File: src/rtl/comparador_serial_ctrl_pkg.sv
// Shared definitions for the serial MSB-first magnitude comparator.
// Holds the controller state encoding and the start-acceptance rule.
package comparador_serial_ctrl_pkg;

    localparam logic [1:0] OCIOSO  = 2'd0;
    localparam logic [1:0] COMPARA = 2'd1;
    localparam logic [1:0] FIM     = 2'd2;

    // A new start is taken when idle or in the result cycle.
    function automatic logic aceita_inicio(
        input logic [1:0] st,
        input logic       ini
    );
        return ini && ((st == OCIOSO) || (st == FIM));
    endfunction

endpackage

File: src/rtl/comparador_serial_ctrl_bit.sv
// Single-bit magnitude comparator used as the serial datapath slice.
// Purely combinational: exactly one output is high for any input pair.
module comparador1bit_behav (
    input  logic a,
    input  logic b,
    output logic maior,
    output logic menor,
    output logic igual
);

    always_comb begin
        maior = a & ~b;
        menor = ~a & b;
        igual = ~(a ^ b);
    end

endmodule

File: src/rtl/comparador_serial_ctrl.sv
// Serial N-bit unsigned comparator: one bit per clock, MSB first,
// stopping at the first differing bit and pulsing pronto with the result.
module comparador_serial_ctrl
    import comparador_serial_ctrl_pkg::*;
#(
    parameter int N = 8
) (
    input  logic         clk,
    input  logic         rst_n,
    input  logic         inicio,
    input  logic [N-1:0] a,
    input  logic [N-1:0] b,
    output logic         ocupado,
    output logic         pronto,
    output logic         maior,
    output logic         menor,
    output logic         igual
);

    localparam int IW = $clog2(N);
    localparam logic [IW-1:0] IDX_MAX = IW'(N - 1);
    localparam logic [IW-1:0] IDX_ONE = IW'(1);

    logic [1:0]    state_q, state_d;
    logic [IW-1:0] idx_q, idx_d;
    logic [N-1:0]  a_q, a_d;
    logic [N-1:0]  b_q, b_d;
    logic          maior_q, maior_d;
    logic          menor_q, menor_d;
    logic          igual_q, igual_d;

    logic bit_maior;
    logic bit_menor;
    logic bit_igual;
    logic aceita;

    comparador1bit_behav u_bit (
        .a     (a_q[idx_q]),
        .b     (b_q[idx_q]),
        .maior (bit_maior),
        .menor (bit_menor),
        .igual (bit_igual)
    );

    assign aceita = aceita_inicio(state_q, inicio);

    always_comb begin
        state_d = state_q;
        idx_d   = idx_q;
        a_d     = a_q;
        b_d     = b_q;
        maior_d = maior_q;
        menor_d = menor_q;
        igual_d = igual_q;
        case (state_q)
            OCIOSO, FIM: begin
                state_d = OCIOSO;
                if (aceita) begin
                    state_d = COMPARA;
                    a_d     = a;
                    b_d     = b;
                    idx_d   = IDX_MAX;
                    maior_d = 1'b0;
                    menor_d = 1'b0;
                    igual_d = 1'b0;
                end
            end
            COMPARA: begin
                if (!bit_igual) begin
                    maior_d = bit_maior;
                    menor_d = bit_menor;
                    igual_d = 1'b0;
                    state_d = FIM;
                end else if (idx_q == '0) begin
                    // Reaching bit 0 with no difference means equality.
                    maior_d = 1'b0;
                    menor_d = 1'b0;
                    igual_d = 1'b1;
                    state_d = FIM;
                end else begin
                    idx_d = idx_q - IDX_ONE;
                end
            end
            default: state_d = OCIOSO;
        endcase
    end

    always_ff @(posedge clk or negedge rst_n) begin
        if (!rst_n) begin
            state_q <= OCIOSO;
            idx_q   <= IDX_MAX;
            a_q     <= '0;
            b_q     <= '0;
            maior_q <= 1'b0;
            menor_q <= 1'b0;
            igual_q <= 1'b0;
        end else begin
            state_q <= state_d;
            idx_q   <= idx_d;
            a_q     <= a_d;
            b_q     <= b_d;
            maior_q <= maior_d;
            menor_q <= menor_d;
            igual_q <= igual_d;
        end
    end

    assign ocupado = (state_q == COMPARA);
    assign pronto  = (state_q == FIM);
    assign maior   = maior_q;
    assign menor   = menor_q;
    assign igual   = igual_q;

endmodule
File: config.mk
export PLATFORM = sky130hd
export DESIGN_NAME = comparador_serial_ctrl
export DESIGN_NICKNAME = d
export VERILOG_FILES = /design/src/rtl/comparador_serial_ctrl_pkg.sv /design/src/rtl/comparador_serial_ctrl_bit.sv /design/src/rtl/comparador_serial_ctrl.sv
export SDC_FILE = /design/constraint.sdc
export NUM_CORES = 1
export LEC_CHECK = 0
export ABC_AREA = 1
export CAP_MARGIN = 20
export CORE_MARGIN = 8
export CORE_UTILIZATION = 45
export CTS_CLUSTER_DIAMETER = 100
export CTS_CLUSTER_SIZE = 20
export DETAILED_ROUTE_END_ITERATION = 8
export HOLD_SLACK_MARGIN = 0.05
export PLACE_DENSITY = 0.69
export SLEW_MARGIN = 20
export SYNTH_ARGS = -nofsm -noshare
export SYNTH_HDL_FRONTEND = slang
export SYNTH_HIERARCHICAL = 1
export SYNTH_SLANG_ARGS = --single-unit
File: constraint.sdc
create_clock -name clk -period 2.35 [get_ports clk]
set_input_delay 0.47 -clock clk [delete_from_list [all_inputs] [get_ports clk]]
set_output_delay 0.47 -clock clk [all_outputs]
set_load 0.02 [all_outputs]
After elaboration in Yosys (flattened, before gate mapping)
Cells that the tools add are included.
{"block": "totals", "mem_bits_ro": 0, "in_bits": 19, "latch_bits": 0, "word_cells": 50, "output_inout_bits": 5, "reg_bits": 24, "mem_count": 0, "ramBits": 0}
{"block": "op_classes", "multipliers": 0, "n_eq_ne": 6, "magnitude_cmp": 1, "n_reduce_logical": 9, "n_mux": 21, "n_div": 0, "n_shift": 0, "n_addsub": 1, "bitwise": 5}
{"operator": "two-way mux 1 bit", "n": 9}
{"operator": "two-way mux 3 bit", "n": 3}
{"operator": "binary-select mux 1 bit (select 3 bit)", "n": 2}
{"operator": "inequality test 2 bit (second input constant)", "n": 3}
{"operator": "one-hot mux 1 bit (2 select lines)", "n": 3}
{"operator": "one-hot mux 3 bit (2 select lines)", "n": 1}
{"operator": "< comparator 3 x 4 -> 1 bit (second input constant)", "n": 1}
{"operator": "two-way mux 2 bit", "n": 2}
{"operator": "one-hot mux 2 bit (2 select lines)", "n": 1}
{"operator": "AND reduction 4 bit", "n": 1}
{"operator": "zero test 3 bit", "n": 1}
{"operator": "inequality test 3 x 1 -> 1 bit (second input constant)", "n": 1}
{"operator": "AND reduction 3 bit", "n": 1}
{"operator": "subtractor 3 x 1 -> 3 bit (second input constant)", "n": 1}
{"operator": "AND 1 bit", "n": 2}
{"operator": "== test 2 x 1 -> 1 bit (second input constant)", "n": 1}
{"operator": "== test 2 bit (second input constant)", "n": 1}
{"operator": "zero test 2 bit", "n": 1}
{"operator": "inverter 1 bit", "n": 2}
{"operator": "AND reduction 2 bit", "n": 1}
{"operator": "nonzero test 2 bit", "n": 1}
{"operator": "OR reduction 2 bit", "n": 1}
{"operator": "logical AND 1 bit", "n": 1}
{"operator": "logical OR 1 bit", "n": 1}
{"operator": "bitwise XOR 1 bit", "n": 1}

Depth between registers and ports, before layout
{"block": "depth", "depth_word": 6, "mapped_depth": 12, "depth_no_buf": 12}

By module
Netlist, hierarchy kept.
{"module": "comparador_serial_ctrl", "cells_each": 150, "area_per_inst_um2": 1311.3, "instances": 1, "seq_area_each_um2": 604.3}
{"module": "comparador1bit_behav", "cells_each": 4, "area_per_inst_um2": 32.5, "instances": 1, "seq_area_each_um2": 0.0}

Least setup slack after synthesis
Ideal clock, no wire load.
{"block": "synth_path", "path_kind": "reg-to-reg", "startpoint": "reg idx_q[0]", "endpoint": "reg igual_q (netlist: igual)", "setup_ns": 0.117, "slack_ns": 0.650, "path_stages_with_launch": 12, "arrival_ns": 1.583, "path_cell_list": "dfstp_2 buf_2 nand2_1 nand3_1 nand2_1 nand2_1 nand2_1 ha_1 nand3_4 nand2_2 nand2_1 nand2_1"}
{"block": "synth_via", "elab_chain_len": 5}
{"element": "from (decl)", "line_no": "comparador_serial_ctrl.sv:25", "source": "logic [IW-1:0] idx_q, idx_d;"}
{"element": "from (signal assigned)", "line_no": "comparador_serial_ctrl.sv:99", "source": "idx_q <= idx_d;"}
{"element": "binary-select mux 1 bit (select 3 bit) (on tied branches)", "line_no": "comparador_serial_ctrl.sv:38, comparador_serial_ctrl.sv:39"}
{"element": "two-way mux 1 bit (on tied branches)", "line_no": "comparador_serial_ctrl.sv:38, comparador_serial_ctrl.sv:39"}
{"element": "bitwise XOR 1 bit", "line_no": "comparador_serial_ctrl_bit.sv:14", "source": "igual = ~(a ^ b);"}
{"element": "inequality test 3 x 1 -> 1 bit (no source line) or two-way mux 1 bit (tied branches)"}
{"element": "AND reduction 3 bit (no source line) or one-hot mux 1 bit (2 select lines) (tied branches)"}
{"element": "to (signal assigned)", "line_no": "comparador_serial_ctrl.sv:104", "source": "igual_q <= igual_d;"}
{"element": "to (decl)", "line_no": "comparador_serial_ctrl.sv:30", "source": "logic igual_q, igual_d;"}
Several ways; a longest one is shown, not always the timed one. The select of a mux whose other input is x is not followed.
A chain may end at the register's enable or synchronous reset.

Worst setup path after layout
{"block": "layout_path", "startpoint": "reg state_q[1]", "endpoint": "out ocupado"}
{"block": "layout_via", "elab_chain_len": 1}
{"element": "from (decl)", "line_no": "comparador_serial_ctrl.sv:24", "source": "logic [1:0] state_q, state_d;"}
{"element": "from (signal assigned)", "line_no": "comparador_serial_ctrl.sv:98", "source": "state_q <= state_d;"}
{"element": "== test 2 x 1 -> 1 bit", "line_no": "comparador_serial_ctrl.sv:108", "source": "assign ocupado = (state_q == COMPARA);"}
{"element": "to (decl)", "line_no": "comparador_serial_ctrl.sv:13", "source": "output logic ocupado,"}
Every way passes these cells.

==> run summary <==
==================================================================================================
Outcome                                                                               finished clean
Total of cells resized after clock tree synthesis                                                0
Slew HR                                                                                      63.1%
Layout cells sized above 1                                                                   25.3%
Clock transition time at the flip-flop clock pins of the worst setup and hold paths         140 ps
Sequential fraction of the synthesis area                                                    45.0%
Total power density per cell area                                                     1370 mW/mm^2
Std cell rows                                                                                   20
Diode insertion count for antenna repair                                                         0
Clock insertion delay at the later pin of the skew report                                   330 ps
Number of setup violations in the final report                                                   0
Number of setup buffers added after CTS                                                          0
Die extent in x                                                                       70.6 microns
Total overflow reported by the global router                                                     0
Dominant combinational cell family by area after synthesis                            simple AND/OR/NAND/NOR gates
First-pass GRT wire length                                                                 4.73 mm
Crit path time final                                                                       2070 ps
Layout-stage area growth over the synthesis result                                           21.2%
Yosys top cell area share                                                                    39.1%
Maximum clock frequency                                                                  0.483 GHz
First-pass DRT Iterations                                                                        6
Final routed wire length divided by cell count                                        12.7 microns
Final period utilization                                                                     88.2%
CTS tree                                                                                     built
Xor/xnor share of the synthesized area                                                      0.652%
Number of sinks on the clock net                                                                24
Synthesized area per cell                                                               8.73 sq um
Crit path DAT                                                                              1600 ps
Filler cells                                                                                   286
Gr usage total                                                                               11.5%
Total Wirelength                                                                           2.68 mm
Summed negative setup slack over all endpoints                                                0 ps
Maximum vdd drop                                                                          0.509 mV
Slew at the pin closest to its max-slew limit                                               552 ps
Hold Path Class                                                                       primary input to asynchronous set/reset pin
Kind of launch point of the worst setup path                                              register
Post-detailed-route count of antenna-violating nets                                              0
Number of antenna violations at the first check in global routing                                0
Primary flip-flop cell chosen by synthesis mapping                                    sky130_fd_sc_hd__dfrtp_1
Post-synthesis mux area share                                                                   0%
Leakage power                                                                             0.812 nW
I/O pins                                                                                        24
Clock Tree Buf Depth                                                                             2
Count of cell types in the netlist                                                              20
Cell breakdown of the critical path                                                   nor2_8 -> clkdlybuf4s50_1
Longest individual stage delay on the worst path                                            630 ps
Die Outline Area                                                                      0.00499 sq mm
Synthesis warning total                                                                          6
Count of maximum capacitance violations                                                          0
Post-synthesis cell area                                                              0.00134 sq mm
Area contributors post-synth                                                          sky130_fd_sc_hd__dfrtp_1 39%, sky130_fd_sc_hd__nand2_1 12%, sky130_fd_sc_hd__a21oi_2 10%
Vias in the first global route                                                                1097
Chip height                                                                           70.6 microns
Final slew viol count                                                                            0
Async set-reset flop share out of synthesis                                                   100%
Area share of fa/ha/maj cells after synthesis                                                3.72%
Compound-Gate Fraction of Synth Area                                                         10.8%
Final weighted congestion in routability-driven placement                                    0.835
Count of state elements after synthesis                                                         24
Endpoint type of the worst setup path                                                 primary output
Count of flip-flops with a built-in enable after synthesis                                       0
Number of DRC markers after the initial detailed-route iteration                                30
Pin count of the biggest net entering global routing                                            38
Library cell with the highest instance count after synthesis                          sky130_fd_sc_hd__nand2_1
Residual DRC count                                                                               0
CTS hold repair buffers                                                                          0
Crit Path Category                                                                    register to primary output
Number of buffers and inverters on the critical path                                             1
Number of buffers created by CTS                                                                 3
Final hold violation count                                                                       0
Number of port buffers                                                                          23
Synthesized-area fraction occupied by and/or/nand/nor cells                                  29.7%
Root buf cell                                                                         sky130_fd_sc_hd__clkbuf_4
Yosys top cell by area                                                                sky130_fd_sc_hd__dfrtp_1
Detailed Place HPWL                                                                        2.02 mm
Syn nets                                                                                       177
Post-DR vias/cell                                                                             4.82
Register-to-Register Setup Slack                                                            380 ps
Setup repair after global routing missed its margin                                             no
Slowest stage cell on the critical path                                               sky130_fd_sc_hd__clkdlybuf4s50_1
Worst hold margin                                                                           479 ps
Initial cell density of the core                                                             45.5%
CP max FO                                                                                        7
Required time worst endpoint                                                               1880 ps
Count of H-tree levels built during CTS                                                          1
Final-stage net count                                                                          202
Cell count after synthesis                                                                     154
Gate family responsible for the most delay along the worst path                       buffers and inverters
Standard cell core area                                                               0.00295 sq mm
Commonest cells in the netlist                                                        44 x sky130_fd_sc_hd__nand2_1, 21 x sky130_fd_sc_hd__dfrtp_1, 20 x sky130_fd_sc_hd__inv_1
Worst-case clock skew                                                                      5.52 ps
Total vias in the final route                                                                 1017
==================================================================================================
-- logic make-up after synthesis --
logic type | after synthesis
XOR/XNOR | 1
AO/OA/AOI/OAI | 17
flip-flops | 24
adder cells (fa/ha/maj) | 4
AND/OR/NAND/NOR | 80
buffers and inverters | 28
-- layer usage --
metal / routed length, microns / vias to the layer above / GRT usage (%)
met4: 46 / 0 / 5.31
met1: 1180 / 478 / 13.5
met5: 0 / - / 0
met2: 1350 / 17 / 19.7
li1: - / 517 / -
met3: 106 / 5 / 2.40
-- worst paths after layout --
check	startpoint	depth (start not counted)	end
max	state_q[1]	2	ocupado
min reg2reg	maior	2	maior
min	rst_n	2	igual
min in group clk	maior	2	maior
max in group asynchronous	rst_n	2	idx_q[2]
max reg2reg	idx_q[0]	12	idx_q[2]
-- layout by cell type (no fill, tap or decap) --
cell type and instances:
sky130_fd_sc_hd__a21oi_1 1, sky130_fd_sc_hd__a21oi_2 16, sky130_fd_sc_hd__buf_4 1, sky130_fd_sc_hd__bufinv_16 1
sky130_fd_sc_hd__clkbuf_4 3, sky130_fd_sc_hd__clkdlybuf4s50_1 23, sky130_fd_sc_hd__dfrtp_1 21, sky130_fd_sc_hd__dfstp_2 3
sky130_fd_sc_hd__ha_1 4, sky130_fd_sc_hd__inv_1 20, sky130_fd_sc_hd__inv_2 4, sky130_fd_sc_hd__nand2_1 44
sky130_fd_sc_hd__nand2_2 1, sky130_fd_sc_hd__nand2_4 3, sky130_fd_sc_hd__nand3_1 11, sky130_fd_sc_hd__nand3_4 1
sky130_fd_sc_hd__nand4_1 1, sky130_fd_sc_hd__nor2_1 7, sky130_fd_sc_hd__nor2_2 11, sky130_fd_sc_hd__nor2_8 1
sky130_fd_sc_hd__xnor2_1 1
-- where the power goes --
group	total, W	switching (W)	internal [W]
logic	0.00119	0.000741	0.000446
registers	0.000739	0.000113	0.000625
clock network	0.000307	0.000134	0.000173
total	0.00223	0.000989	0.00124
-- per-stage QoR --
step                util, %  instance area, sq um  total power [W]  instances  setup slack [ps]
floorplan                 -                  1340          0.00169        154               650
global placement       53.4                  1580          0.00189        207               495
detailed placement     53.4                  1580          0.00194        207               429
CTS                    55.2                  1630          0.00227        211               266
global route           55.2                  1630          0.00245        211               182
finish                 55.2                  1630          0.00223        211               278
-- sequential cells by signal, indices dropped and copies added, names as in the netlist --
register  cells
igual         1
idx_q         3
a_q           8
menor         1
maior         1
b_q           8
state_q       2
-- cell type report --
type | count | area [sq um] | share of cell area, %
clock buffer | 3 | 22.5 | 1.38
sequential | 24 | 604 | 37.1
inverter | 24 | 90.1 | 5.53
tap | 33 | 41.3 | 2.53
multi-input combinational | 102 | 603 | 37.0
clock inverter | 1 | 30.0 | 1.84
timing repair buffer | 24 | 238 | 14.6
No activity file was read; power rests on OpenSTA's default activity.
